<file path="src/rtl/bp_be_cache_req_arb.sv">
// ---------------------------------------------------------------------------
// bp_be_cache_req_arb
//
// Round-robin arbiter that funnels several cache-request channels onto one
// LCE request port. A transaction is a request beat, then a metadata beat,
// then a completion from the LCE. Only one transaction is in flight at a
// time. The completion is returned as a one-cycle pulse to the channel that
// owns the transaction.
//
// Ports
//   clk_i                  : clock, rising edge
//   reset_i                : asynchronous active-low reset
//   req_i / req_v_i        : per-channel request data / valid
//   req_ready_o            : per-channel accept (only the selected channel)
//   req_metadata_i / _v_i  : per-channel metadata data / valid
//   req_complete_o         : per-channel completion pulse
//   cache_req_o / _v_o     : request to LCE (valid only while ready is high)
//   cache_req_ready_i      : LCE ready
//   cache_req_metadata_o/_v_o : metadata of the granted channel to LCE
//   cache_req_complete_i   : LCE completion of the in-flight request
//   grant_id_o             : channel owning the in-flight request
//   busy_o                 : a transaction is in flight
//   error_o                : sticky protocol-error flag
// ---------------------------------------------------------------------------
module bp_be_cache_req_arb #(
    parameter int num_req_p        = 2,
    parameter int req_width_p      = 64,
    parameter int metadata_width_p = 8,
    localparam int id_width_lp     = (num_req_p > 1) ? $clog2(num_req_p) : 1
) (
    input  logic                                  clk_i,
    input  logic                                  reset_i,

    input  logic [num_req_p*req_width_p-1:0]      req_i,
    input  logic [num_req_p-1:0]                  req_v_i,
    output logic [num_req_p-1:0]                  req_ready_o,
    input  logic [num_req_p*metadata_width_p-1:0] req_metadata_i,
    input  logic [num_req_p-1:0]                  req_metadata_v_i,
    output logic [num_req_p-1:0]                  req_complete_o,

    output logic [req_width_p-1:0]                cache_req_o,
    output logic                                  cache_req_v_o,
    input  logic                                  cache_req_ready_i,
    output logic [metadata_width_p-1:0]           cache_req_metadata_o,
    output logic                                  cache_req_metadata_v_o,
    input  logic                                  cache_req_complete_i,

    output logic [id_width_lp-1:0]                grant_id_o,
    output logic                                  busy_o,
    output logic                                  error_o
);

    localparam int unsigned n_lp = num_req_p;
    localparam logic [id_width_lp-1:0] last_init_lp = id_width_lp'(num_req_p - 1);

    typedef enum logic [1:0] {
        e_ready,
        e_metadata,
        e_wait_complete
    } state_e;

    state_e                  state_r, state_n;
    logic [id_width_lp-1:0]  grant_id_r, grant_id_n;
    logic [id_width_lp-1:0]  last_grant_r, last_grant_n;
    logic                    error_r, error_n;

    // Round-robin pick: channels above last_grant first, then wrap to the
    // channels at or below it. Equivalent to scanning from last_grant+1.
    logic                    sel_v;
    logic [id_width_lp-1:0]  sel_id;

    always_comb begin
        sel_v  = 1'b0;
        sel_id = '0;
        for (int unsigned k = 0; k < n_lp; k++) begin
            if (!sel_v && req_v_i[k] && (id_width_lp'(k) > last_grant_r)) begin
                sel_v  = 1'b1;
                sel_id = id_width_lp'(k);
            end
        end
        for (int unsigned k = 0; k < n_lp; k++) begin
            if (!sel_v && req_v_i[k] && (id_width_lp'(k) <= last_grant_r)) begin
                sel_v  = 1'b1;
                sel_id = id_width_lp'(k);
            end
        end
    end

    // Data and one-hot steering for the selected / granted channel.
    logic [req_width_p-1:0]      sel_req;
    logic [num_req_p-1:0]        sel_onehot;
    logic [metadata_width_p-1:0] grant_md;
    logic                        grant_md_v;
    logic [num_req_p-1:0]        grant_onehot;

    always_comb begin
        sel_req      = '0;
        sel_onehot   = '0;
        grant_md     = '0;
        grant_md_v   = 1'b0;
        grant_onehot = '0;
        for (int unsigned k = 0; k < n_lp; k++) begin
            if (sel_id == id_width_lp'(k)) begin
                sel_req       = req_i[k*req_width_p +: req_width_p];
                sel_onehot[k] = 1'b1;
            end
            if (grant_id_r == id_width_lp'(k)) begin
                grant_md        = req_metadata_i[k*metadata_width_p +: metadata_width_p];
                grant_md_v      = req_metadata_v_i[k];
                grant_onehot[k] = 1'b1;
            end
        end
    end

    // Next-state and outputs.
    always_comb begin
        state_n                = state_r;
        grant_id_n             = grant_id_r;
        last_grant_n           = last_grant_r;
        error_n                = error_r;
        req_ready_o            = '0;
        req_complete_o         = '0;
        cache_req_o            = '0;
        cache_req_v_o          = 1'b0;
        cache_req_metadata_o   = '0;
        cache_req_metadata_v_o = 1'b0;

        case (state_r)
            e_ready: begin
                if (cache_req_complete_i) begin
                    error_n = 1'b1;
                end
                if (cache_req_ready_i && sel_v) begin
                    cache_req_v_o = 1'b1;
                    cache_req_o   = sel_req;
                    req_ready_o   = sel_onehot;
                    grant_id_n    = sel_id;
                    last_grant_n  = sel_id;
                    state_n       = e_metadata;
                end
            end

            e_metadata: begin
                cache_req_metadata_o   = grant_md;
                cache_req_metadata_v_o = grant_md_v;
                if (cache_req_complete_i) begin
                    // Completion without metadata is a protocol error, but
                    // the owner is still released so it cannot hang.
                    if (!grant_md_v) begin
                        error_n = 1'b1;
                    end
                    req_complete_o = grant_onehot;
                    state_n        = e_ready;
                end else if (grant_md_v) begin
                    state_n = e_wait_complete;
                end
            end

            e_wait_complete: begin
                if (cache_req_complete_i) begin
                    req_complete_o = grant_onehot;
                    state_n        = e_ready;
                end
            end

            default: begin
                state_n = e_ready;
            end
        endcase

        // Combinational outputs are held low while reset is asserted.
        if (!reset_i) begin
            req_ready_o            = '0;
            req_complete_o         = '0;
            cache_req_o            = '0;
            cache_req_v_o          = 1'b0;
            cache_req_metadata_o   = '0;
            cache_req_metadata_v_o = 1'b0;
        end
    end

    always_ff @(posedge clk_i or negedge reset_i) begin
        if (!reset_i) begin
            state_r      <= e_ready;
            grant_id_r   <= '0;
            last_grant_r <= last_init_lp;
            error_r      <= 1'b0;
        end else begin
            state_r      <= state_n;
            grant_id_r   <= grant_id_n;
            last_grant_r <= last_grant_n;
            error_r      <= error_n;
        end
    end

    assign grant_id_o = grant_id_r;
    assign busy_o     = (state_r != e_ready);
    assign error_o    = error_r;

endmodule

</file>
<file path="config.mk">
export PLATFORM = sky130hd
export DESIGN_NAME = bp_be_cache_req_arb
export DESIGN_NICKNAME = d
export VERILOG_FILES = /design/src/rtl/bp_be_cache_req_arb.sv
export SDC_FILE = /design/constraint.sdc
export NUM_CORES = 1
export LEC_CHECK = 0
export ABC_AREA = 1
export BUFFER_PORTS_ARGS = -buffer_cell sky130_fd_sc_hd__clkbuf_2
export CAP_MARGIN = 30
export CORE_AREA = 2 2 91 93
export CTS_CLUSTER_DIAMETER = 40
export DETAILED_ROUTE_END_ITERATION = 7
export DIE_AREA = 0 0 93 95
export PLACE_DENSITY_LB_ADDON = 0.1
export SKIP_LAST_GASP = 1
export SYNTH_ARGS = -nofsm -noshare
export SYNTH_HDL_FRONTEND = slang
export SYNTH_SLANG_ARGS = --single-unit
</file>
<file path="constraint.sdc">
create_clock -name clk_i -period 3.9 [get_ports clk_i]
set_input_delay 0.585 -clock clk_i [delete_from_list [all_inputs] [get_ports clk_i]]
set_output_delay 0.585 -clock clk_i [all_outputs]
set_load 0.02 [all_outputs]
</file>
After elaboration in Yosys (flattened, before gate mapping)
Cells that the tools add are included.
- register bits: 5
- logic and storage cells: 73
- $lt $le $gt $ge: 4
- eq/ne operators: 8
- multiplexer cells: 39
- reductions and logical operators: 18
- operators with widths (kind ; number):
    2-to-1 mux 64 bit ; 4
    2-to-1 mux 8 bit ; 3
    2-to-1 mux 1 bit ; 20
    2-to-1 mux 2 bit ; 10
    inequality test 2 bit (second input constant) ; 5
    logical AND 1 bit ; 8
    one-hot mux 2 bit (3 select lines) ; 1
    AND reduction 4 bit ; 1
    nonzero test 2 bit ; 2
    zero test 1 bit ; 3
    inequality test 3 bit (second input constant) ; 1
    AND reduction 3 bit ; 1
    == test 2 x 1 -> 1 bit (second input constant) ; 1
    == test 2 bit (second input constant) ; 1
    > comparator 1 bit (first input constant) ; 2
    <= comparator 1 bit (first input constant) ; 2
    zero test 2 bit ; 1
    one-hot mux 1 bit (2 select lines) ; 1
    AND reduction 2 bit ; 1
    OR reduction 2 bit ; 1

Longest topological paths before layout
Gate-level depths: netlist of run 1.
- depth after elaboration: 19
- gate-level depth with buffers: 8
- depth with buffers taken out: 6

Least setup slack after synthesis of run 1
No wires, ideal clock.
- kind: reg2out
- from: register state_r[0]
- to: output cache_req_o[56]
- arrival time: 1.455 ns
- data required time: 3.315 ns
- setup slack: 1.860 ns
- stages on the path, launching flop included: 8
- cells stage by stage: dfrtp_1 > inv_1 > ha_1 > inv_2 > nor2_4 > nand2_2 > buf_2 > a21oi_1
- word-level cells in the longest chain between the ends: 3
- RTL lines (what ; RTL line ; RTL):
    start, declared ; 62 ; state_e state_r, state_n;
    start signal, assigned ; 184 ; state_r <= e_ready;
    start signal, assigned ; 189 ; state_r <= state_n;
    zero test 2 bit ; 128 ; case (state_r)
    2-to-1 mux 64 bit ; 128 ;
    2-to-1 mux 64 bit ; 172 ; if (!reset_i) begin
    end, declared ; 41 ; output logic [req_width_p-1:0] cache_req_o,
Every way passes these cells.

Worst setup path after layout of run 1
Ends and elaborated chain as after synthesis.

==> results of run 1 <==
[through the flow]
step	hold slack, ns	power, mW	setup slack [ns]
final	0.212	0.907	1.08
after global routing	0.216	1.00	0.831
after CTS	0.211	0.921	1.05
after detailed placement	0.443	0.823	1.25
after global placement	0.443	0.822	1.25
after floorplan	0.289	0.600	1.86
[how the worst max path moves through the flow]
stage / from / endpoint / slack [ns] / depth (start not counted)
6_report: state_r[0] / cache_req_o[56] / 1.08 / 8
5_1_grt: state_r[0] / cache_req_o[57] / 0.83 / 8
4_1_cts: state_r[0] / cache_req_o[56] / 1.05 / 8
3_5_place_dp: req_v_i[1] / req_ready_o[1] / 1.25 / 7
3_3_place_gp: req_v_i[1] / req_ready_o[1] / 1.25 / 7
2_1_floorplan: state_r[0] / cache_req_o[56] / 1.86 / 7
[power by group]
group	switching [mW]	internal [mW]
logic	0.469	0.240
clock network	0.0240	0.0700
registers	0.0277	0.0763
[area by class of cell]
| class | count | area (um^2) | area share, % |
|---|---|---|---|
| Sequential cell | 5 | 126 | 4.60 |
| Timing Repair Buffer | 235 | 1210 | 43.9 |
| Clock buffer | 4 | 45.0 | 1.64 |
| Inverter | 8 | 30.0 | 1.09 |
| Tap cell | 105 | 131 | 4.78 |
| Multi-Input combinational cell | 251 | 1210 | 43.9 |
[flip-flops by register name, summed over array words and instances, names as in the netlist]
signal        flops
state_r           2
error_o           1
grant_id_o        1
last_grant_r      1
[cell families (layout without fill, tap and decap cells)]
logic type                 count (synthesis)  count (layout)
and+or+nand+nor                          176             176
AOI/OAI and AO/OA                         72              72
buffers and inverters                     31             247
DFF                                        5               5
adders and majority gates                  3               3
[per-layer routing]
layer | GRT usage, % | vias to the layer above | share of wire (%) | wire [um]
li1 | - | 1349 | - | -
met1 | 16.8 | 1112 | 39 | 2720
met3 | 2.23 | 4 | 8.0 | 564
met4 | 1.96 | 0 | 0.68 | 48
met5 | 0 | - | 0 | 0
met2 | 27.7 | 118 | 53 | 3720
[synth_stat cells]
| cell type | n | area, um^2 |
|---|---|---|
| nor3_1 | 7 | 35.0 |
| nor2_1 | 19 | 71.3 |
| nand4_1 | 3 | 18.8 |
| buf_4 | 9 | 67.6 |
| o21ai_0 | 3 | 15.0 |
| ha_1 | 3 | 37.5 |
| buf_2 | 8 | 40.0 |
| dfstp_2 | 1 | 26.3 |
| dfrtp_1 | 4 | 100 |
| a21oi_2 | 30 | 263 |
| a21oi_1 | 37 | 185 |
| nor2_4 | 1 | 11.3 |
| inv_2 | 2 | 7.51 |
| nand2_2 | 1 | 6.26 |
| buf_6 | 4 | 45.0 |
| o21bai_1 | 1 | 7.51 |
| inv_1 | 6 | 22.5 |
| clkbuf_1 | 2 | 7.51 |
| o21ai_2 | 1 | 8.76 |
| nand3_1 | 2 | 10.0 |
| nand2_1 | 143 | 537 |
[layout by cell type (no fill, tap or decap)]
cell and instances:
dfstp_2 1, dfrtp_1 4, a21oi_1 37, nand4_1 3, nand3_1 2, o21bai_1 1, nor2_4 1, buf_12 2
buf_4 1, nand2_2 2, inv_1 6, inv_2 2, nor2_1 19, ha_1 3, nand2_1 142, clkbuf_1 1
clkbuf_8 3, o21ai_0 3, nor3_1 7, a21oi_2 30, clkbuf_2 232, o21ai_2 1
[worst register-to-register path, cell delays in order (launching register included)]
cell,delay (ns)
dfrtp_1,0.50
inv_1,0.34
nand2_1,0.16
nand4_1,0.15
nand3_1,0.10
nand2_1,0.07
nand2_1,0.05
==> run summary, run 1 <==
Tightest Pin Transition: 0.670 ns
Setup Viol. Count Final: 0
Die Wd: 93 um
Ys Warns: 0
Setup CP Type: flop to output port
Die Ht: 95 um
Post-Syn Instances: 287
Critical Path AT: 2.24 ns
Design Area, Final: 2750 um^2
Total gr overflow: 0
Hold Crit Class: input port to async pin
Number of global-route vias before repair: 2,288
Max Freq: 354 MHz
Setup TNS: 0 ns
Count of cell types in the netlist: 21
Placed instance area: 2710 um^2
CTS tree: yes
Hold Buf Count CTS: 0
ANT nets after route: 0
Gp weighted congestion: 0.696
Die area: 8840 um^2
TritonCTS Sinks: 5
Total CTS buffers: 3
Syn Nets: 442
Critical Path Start Type: flop
CP required: 3.31 ns
CTS resizes: 0
# nets final: 659
Simple-Gate Fraction of Synth Area: 45.3%
Layout area overhead: 80.6%
Total GRT Usage: 14.2%
Reg2reg start: grant_id_o
Synth Area in Compound Gates: 31.5%
Adder-cell share of the synthesized area: 2.47%
Max Slew Vio Count: 0
Dpl hpwl: 5.57 mm
Initial Utilization: 19.2%
CTS Root Cell: clkbuf_8
Final Non-Filler Cells: 608
Initial DRC Count: 67
Avg Cell Area, Syn: 5.31 um^2
Routed vias: 2,583
Post-CTS Setup Inserts: 0
Core area: 7930 um^2
Util after Layout: 34.7%
Crit path max-delay family: buffers and inverters
Residual DRC: 0
Slew margin rel.: 55.4%
Mapped Area: 1520 um^2
Std-Cell Rows: 33
Wirelength per Cell: 11.6 um
Layout cells sized above 1: 54.7%
Max cap viols: 0
RSZ-0062 raised after global routing: false
Largest family of logic cells by synthesized area: simple AND/OR/NAND/NOR gates
Crit share post-route: 72.4%
Hold Violations, Final: 0
First-pass GRT wire length: 10.5 mm
Seq/Total Area, Yosys: 8.30%
Routed vias/inst: 4.25
FF-to-FF End: state_r[1]
FILL cells: 914
Proportion of synthesized area in mux cells: 0%
CP max FO: 39
ANT cells: 0
Reg2Reg Setup Slack: 2.41 ns
Status: completed
Largest net degree at the start of global routing: 66
Critical path endpoint category: output port
Clock transition at path regs: 0.04 ns
Drt pass-1 iters: 4
Crit-path slowest cell: dfrtp_1
Fin crit period: 2.82 ns
Worst R2R Path Depth: 6
Slowest cell delay on critical path: 0.39 ns
Htree depth: 1
Initial antenna violation count: 0
I/O Pins: 233
Final WL: 7.05 mm
Clock Path Buffers: 2
Leakage: 1.63 nW
#FFs+latches synth: 5
Critical-path cell list: inv_1 > ha_1 > inv_2 > nor2_4 > nand2_2 > buf_12 > a21oi_1 > clkbuf_2
Post-Synth XOR/XNOR Area: 0%
P per Cell Area: 330 nW/um^2
PortBufs: 232
Placed cells: 604
Final setup skew: 0.00488 ns
Worst IR Drop VDD: 0.000315 V
Worst-skew pair later-pin latency: 0.22 ns
WP buf/inv: 4
Note: power is estimated with default switching activity, not from simulation.
==> run 2: changes to the inputs <==
ABC_AREA = 0   (was 1)
CORE_AREA = 2 2 90 92   (was 2 2 91 93)
DIE_AREA = 0 0 92 94   (was 0 0 93 95)
clock period = 2.66 ns   (was 3.9 ns; I/O delays follow)
==> run 2 against run 1 <==
Critical path depth fell by 1. Die area fell by 2.1%. Clock power rose by 52%. Cell count fell by 23%. Clock-buffer cell count did not move. Non-clock buffer count did not move. Via count fell by 23%. Core utilization fell by 2.9 points. Global-route usage fell by 0.59 points. Routed wire length fell by 2.6%. Worst setup slack got worse by 0.84 ns. Combinational power rose by 26%. Critical endpoint is now cache_req_o[52]. Highest routed layer unchanged.
==> run summary, run 2 <==
Status: completed
Clock Path Buffers: 2
CTS tree: yes
Commonest non-fill, non-tap cell in the layout: clkbuf_2
Largest family of logic cells by synthesized area: compound AO/OA/AOI/OAI gates
# nets final: 522
Proportion of synthesized area in mux cells: 7.82%
Gp weighted congestion: 0.812
Multi-input gate area: 895 um^2
DR WL met2: 3.88 mm
Setup CP Type: flop to output port
Placed instance area: 2380 um^2
Setup Viol. Count Final: 0
PortBufs: 232
Initial Utilization: 15.1%
CP max FO: 65
Fin crit period: 2.42 ns
Number of global-route vias before repair: 1,806
Total GRT Usage: 13.6%
Leakage: 1.48 nW
Register Area: 126 um^2
Ys Warns: 0
ANT cells: 0
Layout area overhead: 110%
Slew margin rel.: 75.9%
Initial DRC Count: 39
#FFs+latches synth: 5
Simple-Gate Fraction of Synth Area: 9.66%
ANT nets after route: 0
Worst IR Drop VDD: 0.000440 V
Post-Synth XOR/XNOR Area: 0%
Critical Path AT: 2.02 ns
Hold Crit Class: input port to async pin
Worst setup margin: 0.238 ns
I/O Pins: 233
CP required: 2.26 ns
Met3 wire len: 422 um
Synth Area in Compound Gates: 55.6%
Design Area, Final: 2420 um^2
Async set-reset flop share out of synthesis: 100%
TritonCTS Sinks: 5
Core area: 7610 um^2
Post-Syn Instances: 142
Adder-cell share of the synthesized area: 3.26%
P per Cell Area: 487 nW/um^2
Htree depth: 1
FILL cells: 842
Post-CTS Setup Inserts: 0
Synth top area share: 48.6%
Critical path endpoint category: output port
Tightest Pin Transition: 0.351 ns
Initial antenna violation count: 0
Ys flop type: dfrtp_1
Largest net degree at the start of global routing: 66
CTS resizes: 0
Area contributors post-synth: a22o_1 49%, dfrtp_1 8.7%, mux2i_1 7.8%
Final WL: 6.86 mm
Clock transition at path regs: 0.04 ns
Mapped Area: 1150 um^2
Max cap viols: 0
Largest reg by FF count: state_r
CTS Root Cell: clkbuf_8
Post-synth top area cell: a22o_1
Total CTS buffers: 3
Number of synthesized flops with an enable pin: 0
Commonest cells after routing, fill and taps aside: 232 x clkbuf_2, 64 x a22o_1, 14 x nor2_1
Layout cells sized above 1: 66.1%
Max Freq: 413 MHz
Final hold slack: 0.0193 ns
Dpl hpwl: 5.86 mm
RSZ-0062 raised after global routing: false
Routed vias/inst: 4.25
Crit share post-route: 91.1%
DR top layer: met4
Routed vias: 1,990
Place WS: 0.498 ns
Worst R2R Path Depth: 4
Hold Violations, Final: 0
Max Slew Vio Count: 0
Most common cell in the netlist: a22o_1
Commonest cells post-synth: 64 x a22o_1, 16 x nor2_1, 9 x mux2i_1
Metal-1 WL: 2.47 mm
Drt pass-1 iters: 4
Die area: 8650 um^2
Reg2Reg Setup Slack: 1.30 ns
Count of cell types in the netlist: 20
Hold Buf Count CTS: 0
Syn Nets: 297
Largest register FFs: 2
Worst-skew pair later-pin latency: 0.22 ns
Avg Cell Area, Syn: 8.12 um^2
Die Wd: 92 um
First-pass GRT wire length: 9.46 mm
Seq/Total Area, Yosys: 11.0%
Setup TNS: 0 ns
Die Ht: 94 um
Final setup skew: 0.00554 ns
Std-Cell Rows: 32
Total gr overflow: 0
Critical Path Start Type: flop
Residual DRC: 0
Wirelength per Cell: 14.7 um
-- run 2: cell families after synthesis --
| group | after synthesis |
|---|---|
| DFF | 5 |
| buffers and inverters | 20 |
| and+or+nand+nor | 27 |
| AOI/OAI and AO/OA | 78 |
| adders and majority gates | 3 |
| muxes | 9 |
-- run 2: final timing paths --
check                           startpoint              end
worst min register to register     error_o          error_o
worst max-delay path            state_r[1]  cache_req_o[52]
worst max register to register  grant_id_o       state_r[0]
worst min-delay path               reset_i       state_r[1]
max in group asynchronous          reset_i     last_grant_r
min in group clk_i              req_v_i[1]     last_grant_r
-- run 2: report_power, final --
part | leakage [nW] | switching [mW] | total [mW] | internal, mW
logic | 1.40 | 0.523 | 0.894 | 0.370
clock network | 0.0228 | 0.0398 | 0.143 | 0.103
registers | 0.0570 | 0.0330 | 0.143 | 0.110
-- run 2: critical path: stages (launching register included) --
cell and delay [ns]:
dfrtp_1 0.40, inv_1 0.13, ha_1 0.28, nand3_1 0.17, nor2_4 0.16, buf_12 0.26
a22o_1 0.19, clkbuf_2 0.18
-- run 2: per-layer routing --
metal	up-vias	GRT usage, %
met1	873	14.8
met4	0	3.11
li1	1014	-
met2	95	27.6
met5	-	0
met3	8	2.01
-- run 2: area by class of cell --
class | instances | share of cell area (%)
clock buffer | 4 | 1.86
inverter | 5 | 0.775
multi-input combinational | 117 | 37.0
sequential | 5 | 5.22
tap | 102 | 5.27
timing repair buffer | 235 | 49.9
-- run 2: metrics by stage --
step | instances | power (mW) | util, %
2_1_floorplan | 142 | 0.718 | -
3_3_place_gp | 464 | 1.05 | 31.2
3_5_place_dp | 464 | 1.04 | 31.2
4_1_cts | 468 | 1.19 | 31.8
5_1_grt | 468 | 1.27 | 31.8
6_report | 468 | 1.18 | 31.8
==> run 3: changes to the inputs <==
clock period = 2.45 ns   (was 2.66 ns; I/O delays follow)
==> run 3 against run 2 <==
Final area increased by 2.7%. Cell count increased by 0.85%. Worst hold slack improved by 0.13 ns. Via count increased by 4.3%. Global-route usage increased by 0.53 points. Sequential share of layout area decreased by 0.14 points. Largest cell class unchanged. Largest power group unchanged.
==> run summary, run 3 (synthesis gave the netlist of run 2 again) <==
Total CTS buffers: 3
Clock transition at path regs: 0.04 ns
Final setup skew: 0.000759 ns
Total GRT Usage: 14.2%
Number of global-route vias before repair: 1,918
Setup CP Type: flop to output port
Util after Layout: 32.7%
Critical Path AT: 1.93 ns
Slowest cell delay on critical path: 0.40 ns
Commonest cells after routing, fill and taps aside: 232 x clkbuf_2, 64 x a22o_1, 14 x nor2_1
Layout cells sized above 1: 66.4%
Tightest Pin Transition: 0.345 ns
Initial Utilization: 15.1%
Status: completed
Setup Viol. Count Final: 0
Layout area overhead: 116%
CP Launch Point: state_r[1]
Setup TNS: 0 ns
Worst-skew pair later-pin latency: 0.23 ns
Critical Path Start Type: flop
Critical-path cell list: inv_1 > ha_2 > nand3_1 > nor2_4 > buf_12 > a22o_1 > clkbuf_2
Largest net degree at the start of global routing: 66
Leakage: 1.50 nW
CTS tree: yes
Final WL: 7.30 mm
First-pass GRT wire length: 9.85 mm
P per Cell Area: 529 nW/um^2
Total gr overflow: 0
Residual DRC: 0
Critical path endpoint category: output port
Std-Cell Rows: 32
Routed vias: 2,076
RSZ-0062 raised after global routing: false
# nets final: 525
DR WL met2: 3.97 mm
Initial antenna violation count: 1
Hold Violations, Final: 0
Initial DRC Count: 31
Gp weighted congestion: 0.836
Slew margin rel.: 76.4%
TritonCTS Sinks: 5
PortBufs: 232
Clock Path Buffers: 2
Max Slew Vio Count: 0
Die Ht: 94 um
CP required: 2.08 ns
CTS Root Cell: clkbuf_8
Met3 wire len: 435 um
Core area: 7610 um^2
Worst IR Drop VDD: 0.000343 V
Routed vias/inst: 4.40
Metal-1 WL: 2.69 mm
Dpl hpwl: 5.90 mm
Max cap viols: 0
Htree depth: 1
Post-CTS Setup Inserts: 0
Largest reg by FF count: state_r
I/O Pins: 233
Die Wd: 92 um
Fin crit period: 2.29 ns
Drt pass-1 iters: 5
Crit-path slowest cell: dfrtp_1
Largest register FFs: 2
Hold Crit Class: input port to async pin
Reg2reg start: state_r[1]
Wirelength per Cell: 15.5 um
Crit share post-route: 93.6%
Commonest non-fill, non-tap cell in the layout: clkbuf_2
CP max FO: 33
ANT nets after route: 0
Max Freq: 436 MHz
Die area: 8650 um^2
DR top layer: met4
[run 3: worst max-delay path: cells and delay by family, from the launching register on]
family,cells,cell delay (ns)
DFF,1,0.40
and+or+nand+nor,2,0.36
adders and majority gates,1,0.24
AOI/OAI and AO/OA,1,0.17
buffers and inverters,3,0.50
[run 3: area by class of cell]
class	count	area (um^2)
inverter	5	18.8
clock buffer	4	45.0
multi-input combinational	117	897
timing repair buffer	238	1270
tap	102	128
antenna	1	2.50
fill	863	5120
sequential	5	126
[run 3: where the power goes]
| group | switching, mW | leakage [nW] | internal (mW) |
|---|---|---|---|
| registers | 0.0244 | 0.0570 | 0.119 |
| logic | 0.592 | 1.42 | 0.421 |
| clock network | 0.0455 | 0.0228 | 0.112 |
[run 3: final timing paths]
| kind | end | slack (ns) | cells past startpoint |
|---|---|---|---|
| min | last_grant_r | 0.15 | 1 |
| max reg2reg | state_r[1] | 1.18 | 6 |
| max in group asynchronous | error_o | 1.63 | 2 |
| max | cache_req_o[52] | 0.16 | 7 |
| min in group clk_i | last_grant_r | 0.40 | 3 |
| min reg2reg | error_o | 0.45 | 1 |
[run 3: metrics by stage]
stage | worst slack [ns] | hold WS, ns | total power [mW] | std cells | cell area (um^2)
5_1_grt | 0.0340 | 0.157 | 1.42 | 472 | 2490
2_1_floorplan | 0.586 | 0.0719 | 0.780 | 142 | 1150
6_report | 0.156 | 0.151 | 1.31 | 472 | 2490
4_1_cts | 0.0596 | 0.156 | 1.30 | 469 | 2430
3_5_place_dp | 0.306 | 0.231 | 1.13 | 464 | 2380
3_3_place_gp | 0.333 | 0.230 | 1.14 | 464 | 2380
[run 3: timing repair]
item	CTS	global route
setup endpoints to repair	0	64
hold buffers	1	0
gates resized for setup	0	1
hold endpoints to repair	4	0
[run 3: metal layers]
layer | vias up | global-route usage, %
met2 | 98 | 26.8
li1 | 1020 | -
met1 | 946 | 15.9
met4 | 0 | 5.35
met3 | 12 | 2.25
met5 | - | 0
